==> src/rtl/echo_delay_ctrl_if.sv <==
// rtl/echo_delay_ctrl_if.sv - delay RAM port bundle between echo_delay_ctrl and the single-port RAM
interface echo_delay_ctrl_if #(
  parameter int ADDR_SZ = 10,
  parameter int DATA_SZ = 10
);
  logic [ADDR_SZ-1:0] ram_addr;
  logic               ram_we;
  logic [DATA_SZ-1:0] ram_wdata;
  logic [DATA_SZ-1:0] ram_rdata;

  modport master (output ram_addr, output ram_we, output ram_wdata, input ram_rdata);
  modport slave  (input ram_addr, input ram_we, input ram_wdata, output ram_rdata);
endinterface

==> src/rtl/echo_delay_ctrl.sv <==
// rtl/echo_delay_ctrl.sv - per-sample read-then-write sequencer for the echo delay RAM
module echo_delay_ctrl #(
  parameter int ADDR_SZ = 10,
  parameter int DATA_SZ = 10
) (
  input  logic                clock,
  input  logic                reset,
  input  logic                enable,
  input  logic                sample_tick,
  input  logic [ADDR_SZ-1:0]  delay,
  input  logic [DATA_SZ-1:0]  data_in,
  echo_delay_ctrl_if.master   ram,
  output logic [DATA_SZ-1:0]  data_out,
  output logic                data_valid,
  output logic                busy,
  output logic                overrun
);

  typedef enum logic [1:0] {IDLE, READ, CAPTURE, WRITE} state_t;

  state_t             state, state_next;
  logic [ADDR_SZ-1:0] wptr, wptr_next;
  logic [DATA_SZ-1:0] sample, sample_next;
  logic [ADDR_SZ-1:0] addr_q, addr_next;
  logic               we_q, we_next;
  logic [DATA_SZ-1:0] wdata_q, wdata_next;
  logic [DATA_SZ-1:0] out_next;
  logic               valid_next, busy_next, overrun_next;
  logic               tick_ok;

  assign tick_ok       = sample_tick && enable;
  assign ram.ram_addr  = addr_q;
  assign ram.ram_we    = we_q;
  assign ram.ram_wdata = wdata_q;

  // Outputs are registered, so each value is computed for the state being entered.
  // The read address is formed from the delay at the accept edge, which is the
  // only point the delay is ever used, so no separate delay copy is kept.
  always_comb begin
    state_next   = state;
    wptr_next    = wptr;
    sample_next  = sample;
    addr_next    = addr_q;
    we_next      = 1'b0;
    wdata_next   = wdata_q;
    out_next     = data_out;
    valid_next   = 1'b0;
    busy_next    = busy;
    overrun_next = overrun;
    case (state)
      IDLE: begin
        if (tick_ok) begin
          state_next  = READ;
          sample_next = data_in;
          addr_next   = wptr - delay;
          busy_next   = 1'b1;
        end
      end
      READ: state_next = CAPTURE;
      CAPTURE: begin
        state_next = WRITE;
        out_next   = ram.ram_rdata;
        valid_next = 1'b1;
        addr_next  = wptr;
        we_next    = 1'b1;
        wdata_next = sample;
      end
      WRITE: begin
        state_next = IDLE;
        wptr_next  = wptr + 1'b1;
        busy_next  = 1'b0;
      end
      default: state_next = IDLE;
    endcase
    if (tick_ok && state != IDLE) begin
      overrun_next = 1'b1;
    end
  end

  always_ff @(posedge clock) begin
    if (reset) begin
      state      <= IDLE;
      wptr       <= '0;
      sample     <= '0;
      addr_q     <= '0;
      we_q       <= 1'b0;
      wdata_q    <= '0;
      data_out   <= '0;
      data_valid <= 1'b0;
      busy       <= 1'b0;
      overrun    <= 1'b0;
    end else begin
      state      <= state_next;
      wptr       <= wptr_next;
      sample     <= sample_next;
      addr_q     <= addr_next;
      we_q       <= we_next;
      wdata_q    <= wdata_next;
      data_out   <= out_next;
      data_valid <= valid_next;
      busy       <= busy_next;
      overrun    <= overrun_next;
    end
  end

endmodule

==> src/flat_wrapper.sv <==
// flat-port wrapper written by rule: the top's interface ports become plain ports
module echo_delay_ctrl_flat 
#(
  parameter int ADDR_SZ = 10,
  parameter int DATA_SZ = 10
)
  (clock, reset, enable, sample_tick, delay, data_in, data_out, data_valid, busy, overrun, ram_ram_addr, ram_ram_we, ram_ram_wdata, ram_ram_rdata);
  echo_delay_ctrl_if #(.ADDR_SZ(ADDR_SZ), .DATA_SZ(DATA_SZ)) ram_i ();
  input  logic clock;
  input  logic reset;
  input  logic enable;
  input  logic sample_tick;
  input  logic [ADDR_SZ-1:0] delay;
  input  logic [DATA_SZ-1:0] data_in;
  output logic [DATA_SZ-1:0] data_out;
  output logic data_valid;
  output logic busy;
  output logic overrun;
  output wire logic [$bits(ram_i.ram_addr)-1:0] ram_ram_addr;
  output wire logic [$bits(ram_i.ram_we)-1:0] ram_ram_we;
  output wire logic [$bits(ram_i.ram_wdata)-1:0] ram_ram_wdata;
  input wire logic [$bits(ram_i.ram_rdata)-1:0] ram_ram_rdata;
  assign ram_ram_addr = ram_i.ram_addr;
  assign ram_ram_we = ram_i.ram_we;
  assign ram_ram_wdata = ram_i.ram_wdata;
  assign ram_i.ram_rdata = ram_ram_rdata;
  echo_delay_ctrl #(.ADDR_SZ(ADDR_SZ), .DATA_SZ(DATA_SZ)) u_core (.clock(clock), .reset(reset), .enable(enable), .sample_tick(sample_tick), .delay(delay), .data_in(data_in), .ram(ram_i), .data_out(data_out), .data_valid(data_valid), .busy(busy), .overrun(overrun));
endmodule
==> config.mk <==
export PLATFORM = sky130hd
export DESIGN_NAME = echo_delay_ctrl_flat
export DESIGN_NICKNAME = d
export VERILOG_FILES = /design/src/rtl/echo_delay_ctrl_if.sv /design/src/rtl/echo_delay_ctrl.sv /design/src/flat_wrapper.sv
export SDC_FILE = /design/constraint.sdc
export NUM_CORES = 1
export LEC_CHECK = 0
export CORE_MARGIN = 10
export CORE_UTILIZATION = 44
export DETAILED_ROUTE_END_ITERATION = 8
export PLACE_DENSITY_LB_ADDON = 0.12
export SYNTH_ARGS = -nofsm -noshare
export SYNTH_HDL_FRONTEND = slang
export SYNTH_SLANG_ARGS = --single-unit
export TNS_END_PERCENT = 50
==> constraint.sdc <==
create_clock -name clock -period 1.95 [get_ports clock]
set_input_delay 0.2925 -clock clock [delete_from_list [all_inputs] [get_ports clock]]
set_output_delay 0.2925 -clock clock [all_outputs]
set_load 0.005 [all_outputs]
==> run_summary.xml <==
<?xml version="1.0" encoding="UTF-8"?>
<metrics>
  <group name="worst_setup_path">
    <metric name="path_cells" unit="">clkdlybuf4s50_1 -&gt; inv_1 -&gt; ha_1 -&gt; and2b_1 -&gt; o21ai_2 -&gt; a21boi_2 -&gt; o21ai_1 -&gt; mux2_2 -&gt; a21oi_1</metric>
    <metric name="cp_slowest_stage_delay" unit="ns">0.45</metric>
    <metric name="critical_path.reg2reg.endpoint" unit="">u_core.ram.ram_addr[6]</metric>
    <metric name="setup.worst_path.start_class" unit="">input pin</metric>
    <metric name="timing.critical_path.to_type" unit="">register</metric>
    <metric name="worst_reg2reg_path_startpoint" unit="">u_core.wptr[0]</metric>
    <metric name="critPathKind" unit="">input pin to register</metric>
    <metric name="wp_data_arrival" unit="ns">2.15</metric>
    <metric name="critical_path_peak_fanout" unit="">2</metric>
    <metric name="cp.required" unit="ns">2.19</metric>
    <metric name="crit_path_top_delay_cell" unit="">sky130_fd_sc_hd__clkdlybuf4s50_1</metric>
    <metric name="worst_r2r_path_depth" unit="">9</metric>
    <metric name="timing.reg2reg.setup_slack" unit="ns">0.05</metric>
  </group>
  <group name="pwr">
    <metric name="p_leak" unit="nW">1.451</metric>
    <metric name="ratio_of_total_power_to_cell_area" unit="nW/µm²">935.7</metric>
    <metric name="vdd.ir_drop.worst" unit="mV">0.6318</metric>
  </group>
  <group name="grt">
    <metric name="grt_pass1_wl" unit="µm">10430</metric>
    <metric name="maximum_number_of_pins_on_one_net_before_global_route_repair" unit="">34</metric>
    <metric name="grt_overflow" unit="">0</metric>
    <metric name="grt_usage" unit="">0.1372</metric>
    <metric name="initial_antenna_violation_count" unit="">0</metric>
    <metric name="vias_in_the_first_global_route" unit="">2241</metric>
  </group>
  <group name="min_path">
    <metric name="hold_path_startpoint" unit="">reset</metric>
    <metric name="hold_depth" unit="">2</metric>
    <metric name="min_to" unit="">u_core.wptr[0]</metric>
    <metric name="worst_hold_path_type" unit="">input pin to register</metric>
  </group>
  <group name="clocking">
    <metric name="cts_buffer_depth" unit="">2</metric>
    <metric name="cts_tree" unit="">done</metric>
    <metric name="tritoncts_num_sinks" unit="">55</metric>
    <metric name="clk_transition_reported_paths" unit="ns">0.10</metric>
    <metric name="clk_latency" unit="ns">0.30</metric>
    <metric name="h_tree_level_count" unit="">2</metric>
    <metric name="tritoncts.num_buffers" unit="">5</metric>
    <metric name="cts.root.buffer_cell" unit="">sky130_fd_sc_hd__clkbuf_8</metric>
    <metric name="cts-hold-fix-buffers" unit="">0</metric>
  </group>
  <group name="synthesis">
    <metric name="post_synth_main_area_contributors" unit="">sky130_fd_sc_hd__dfxtp_1 (43%), sky130_fd_sc_hd__mux2i_1 (9.0%), sky130_fd_sc_hd__ha_1 (6.8%), sky130_fd_sc_hd__nor2_1 (6.3%), sky130_fd_sc_hd__nand2_1 (6.0%)</metric>
    <metric name="ys_seq_area_frac" unit="">0.4286</metric>
    <metric name="postSynthAreaPerCell" unit="µm²">8.797</metric>
    <metric name="netlist_instances" unit="">292</metric>
    <metric name="post_synthesis_cell_type_with_the_largest_combined_area" unit="">sky130_fd_sc_hd__dfxtp_1</metric>
    <metric name="synth_fp_nets" unit="">341</metric>
    <metric name="synth_largest_type_area_fraction" unit="">0.4286</metric>
    <metric name="mapped_area" unit="µm²">2569</metric>
    <metric name="synth_seq_cells" unit="">55</metric>
    <metric name="yosys_warnings" unit="">0</metric>
    <metric name="yosysUniqueCellTypes" unit="">38</metric>
  </group>
  <group name="floorplanning">
    <metric name="die_area" unit="µm²">9294</metric>
    <metric name="floorplan.die.width" unit="µm">96.41</metric>
    <metric name="io_pins" unit="">68</metric>
    <metric name="area_of_the_placeable_core" unit="µm²">5574</metric>
    <metric name="initial_core_util" unit="">0.4608</metric>
    <metric name="rows" unit="">27</metric>
    <metric name="die_h" unit="µm">96.41</metric>
  </group>
  <group name="drt">
    <metric name="postRouteAntennaNets" unit="">0</metric>
    <metric name="vias_per_cell" unit="">4.938</metric>
    <metric name="post_drt_wl_per_cell" unit="µm">13.95</metric>
    <metric name="totalWireLength" unit="µm">6305</metric>
    <metric name="first_iter_violations" unit="">63</metric>
    <metric name="remaining_drc_errors" unit="">0</metric>
    <metric name="first_pass_iteration_count_of_the_detailed_router" unit="">4</metric>
    <metric name="route.vias.total" unit="">2232</metric>
  </group>
  <group name="placement">
    <metric name="dpl.hpwl" unit="µm">4772</metric>
    <metric name="port_buffers" unit="">67</metric>
    <metric name="placed_cells" unit="">442</metric>
    <metric name="place.gp.congestion" unit="">0.8903</metric>
  </group>
  <group name="sta">
    <metric name="worst_clock_skew" unit="ns">0.005863</metric>
    <metric name="final_max_slew_viol_count" unit="">0</metric>
    <metric name="setup_viol" unit="">0</metric>
    <metric name="grt_setup_unrepaired" unit="">yes</metric>
    <metric name="tightest_slew" unit="ns">0.4046</metric>
    <metric name="fmax" unit="GHz">0.5238</metric>
    <metric name="timing.final.crit_share" unit="">0.9790</metric>
    <metric name="timing.slew.headroom" unit="">0.7303</metric>
    <metric name="finalHoldViolations" unit="">0</metric>
    <metric name="post-route-min-period" unit="ns">1.909</metric>
  </group>
  <group name="finish">
    <metric name="finalNetCount" unit="">428</metric>
    <metric name="nFillCells" unit="">500</metric>
    <metric name="final_cells" unit="">452</metric>
    <metric name="post_route_cells_drive_above_1_share" unit="">0.1526</metric>
    <metric name="n_antenna_cell" unit="">0</metric>
    <metric name="area_growth_syn_to_layout" unit="%">41.40</metric>
    <metric name="core_occupancy_in_the_finished_layout" unit="">0.6516</metric>
  </group>
  <group name="run_status">
    <metric name="status" unit="">complete, no violations</metric>
  </group>
  <group name="job">
    <metric name="drv.max_cap_violation_count" unit="">0</metric>
  </group>
</metrics>
worst max-delay path: cells and delay by family:
family | cells | cell delay [ns]
buffers and inverters | 2 | 0.49
and+or+nand+nor | 1 | 0.19
muxes | 1 | 0.34
AOI/OAI and AO/OA | 4 | 0.55
adders and majority gates | 1 | 0.30
cell families (layout without fill, tap and decap cells):
| logic type | count (synthesis) | count (layout) | synth area share |
|---|---|---|---|
| AND/OR/NAND/NOR | 107 | 107 | 0.1783 |
| multiplexers | 24 | 24 | 0.09401 |
| buffers and inverters | 30 | 118 | 0.05504 |
| XOR/XNOR | 14 | 14 | 0.04773 |
| AO/OA/AOI/OAI | 47 | 47 | 0.1203 |
| adder cells (fa/ha/maj) | 15 | 15 | 0.07599 |
| flip-flops | 55 | 55 | 0.4286 |
per-stage QoR:
stage | TNS [ns] | cell area [µm²] | setup WS, ns | hold slack, ns | total power [mW]
after global routing | -0.1549 | 3632 | -0.03967 | 0.3976 | 3.626
after CTS | 0 | 3583 | 0.008797 | 0.3707 | 3.422
after detailed placement | -2.243 | 3467 | -0.4780 | 0.4466 | 2.759
after global placement | -2.082 | 3467 | -0.4457 | 0.4416 | 2.735
final | 0 | 3632 | 0.04090 | 0.3919 | 3.399
after floorplan | 0 | 2570 | 0.001132 | 0.4285 | 2.109
where the power goes:
part | internal, mW | switching, mW | total, mW | leakage, nW
logic | 0.707 | 0.619 | 1.33 | 0.956
registers | 1.31 | 0.101 | 1.41 | 0.447
clock network | 0.291 | 0.371 | 0.662 | 0.0474
total | 2.31 | 1.09 | 3.40 | 1.45
sequential cells by signal (all words and copies together), names as in the netlist:
name                  count
u_core.data_out          10
u_core.ram.ram_addr      10
u_core.ram.ram_wdata     10
u_core.sample            10
u_core.wptr              10
u_core.state              2
u_core.busy               1
u_core.data_valid         1
u_core.overrun            1
cells in the mapped netlist:
cell / n
sky130_fd_sc_hd__a211oi_1: 6
sky130_fd_sc_hd__a211oi_2: 1
sky130_fd_sc_hd__a21boi_0: 1
sky130_fd_sc_hd__a21o_1: 2
sky130_fd_sc_hd__a21oi_1: 17
sky130_fd_sc_hd__a21oi_2: 2
sky130_fd_sc_hd__a311o_2: 1
sky130_fd_sc_hd__a311oi_2: 1
sky130_fd_sc_hd__a31oi_1: 3
sky130_fd_sc_hd__and2b_1: 1
sky130_fd_sc_hd__and3_1: 2
sky130_fd_sc_hd__and3_2: 1
sky130_fd_sc_hd__buf_2: 4
sky130_fd_sc_hd__buf_4: 1
sky130_fd_sc_hd__clkbuf_1: 9
sky130_fd_sc_hd__clkbuf_8: 2
sky130_fd_sc_hd__dfxtp_1: 55
sky130_fd_sc_hd__fa_1: 1
sky130_fd_sc_hd__ha_1: 14
sky130_fd_sc_hd__inv_1: 14
sky130_fd_sc_hd__mux2_2: 1
sky130_fd_sc_hd__mux2i_1: 23
sky130_fd_sc_hd__nand2_1: 41
sky130_fd_sc_hd__nand2b_1: 1
sky130_fd_sc_hd__nand3_1: 6
sky130_fd_sc_hd__nand3b_1: 3
sky130_fd_sc_hd__nand4_1: 3
sky130_fd_sc_hd__nor2_1: 43
sky130_fd_sc_hd__nor2b_1: 3
sky130_fd_sc_hd__nor2b_2: 1
sky130_fd_sc_hd__nor3_1: 2
sky130_fd_sc_hd__o211ai_1: 1
sky130_fd_sc_hd__o21a_1: 1
sky130_fd_sc_hd__o21ai_0: 8
sky130_fd_sc_hd__o21ai_2: 2
sky130_fd_sc_hd__o31a_1: 1
sky130_fd_sc_hd__xnor2_1: 4
sky130_fd_sc_hd__xor2_1: 10
metal layers:
metal  vias to the layer above  part of all wire  GRT usage
met1                      1022              0.46     0.1772
met3                         2             0.072    0.04241
met2                        58              0.47     0.2225
li1                       1150                 -          -
met4                         0            0.0024    0.02542
met5                         -                 0          0
what timing repair did:
item | CTS | global route
buffers inserted | 1 | 1
endpoints found under the setup margin | 3 | 6
gates cloned | 0 | 0
pin swaps | 2 | 11
resized for setup | 5 | 10
cell usage in the layout, fill, tap and decap left out, types with 10 or more instances in the layout:
cell	instances
sky130_fd_sc_hd__clkdlybuf4s50_1	63
sky130_fd_sc_hd__mux2i_1	23
sky130_fd_sc_hd__nor2_1	43
sky130_fd_sc_hd__buf_4	27
sky130_fd_sc_hd__ha_1	12
sky130_fd_sc_hd__inv_1	13
sky130_fd_sc_hd__dfxtp_1	54
sky130_fd_sc_hd__nand2_1	41
sky130_fd_sc_hd__xor2_1	10
sky130_fd_sc_hd__a21oi_1	17
cell type report:
cell class | instances | area [µm²] | share of cell area
repair buffers | 96 | 915.9 | 0.2522
clock inverters | 2 | 16.27 | 0.004478
inverters | 14 | 52.55 | 0.01447
well taps | 72 | 90.09 | 0.02480
multi-input cells | 207 | 1373 | 0.3779
clock buffers | 6 | 82.58 | 0.02274
flip-flops and latches | 55 | 1102 | 0.3035
worst max-delay path by stage:
stage | start | end | slack [ns] | cells past startpoint
2_1_floorplan | u_core.wptr[0] | u_core.ram.ram_addr[6] | 0.001 | 9
3_3_place_gp | delay[0] | u_core.ram.ram_addr[6] | -0.45 | 9
3_5_place_dp | delay[0] | u_core.ram.ram_addr[6] | -0.48 | 9
4_1_cts | delay[1] | u_core.ram.ram_addr[7] | 0.009 | 9
5_1_grt | u_core.wptr[1] | u_core.ram.ram_addr[9] | -0.04 | 8
6_report | delay[2] | u_core.ram.ram_addr[6] | 0.04 | 9
Power figures use the tool's default switching activity.
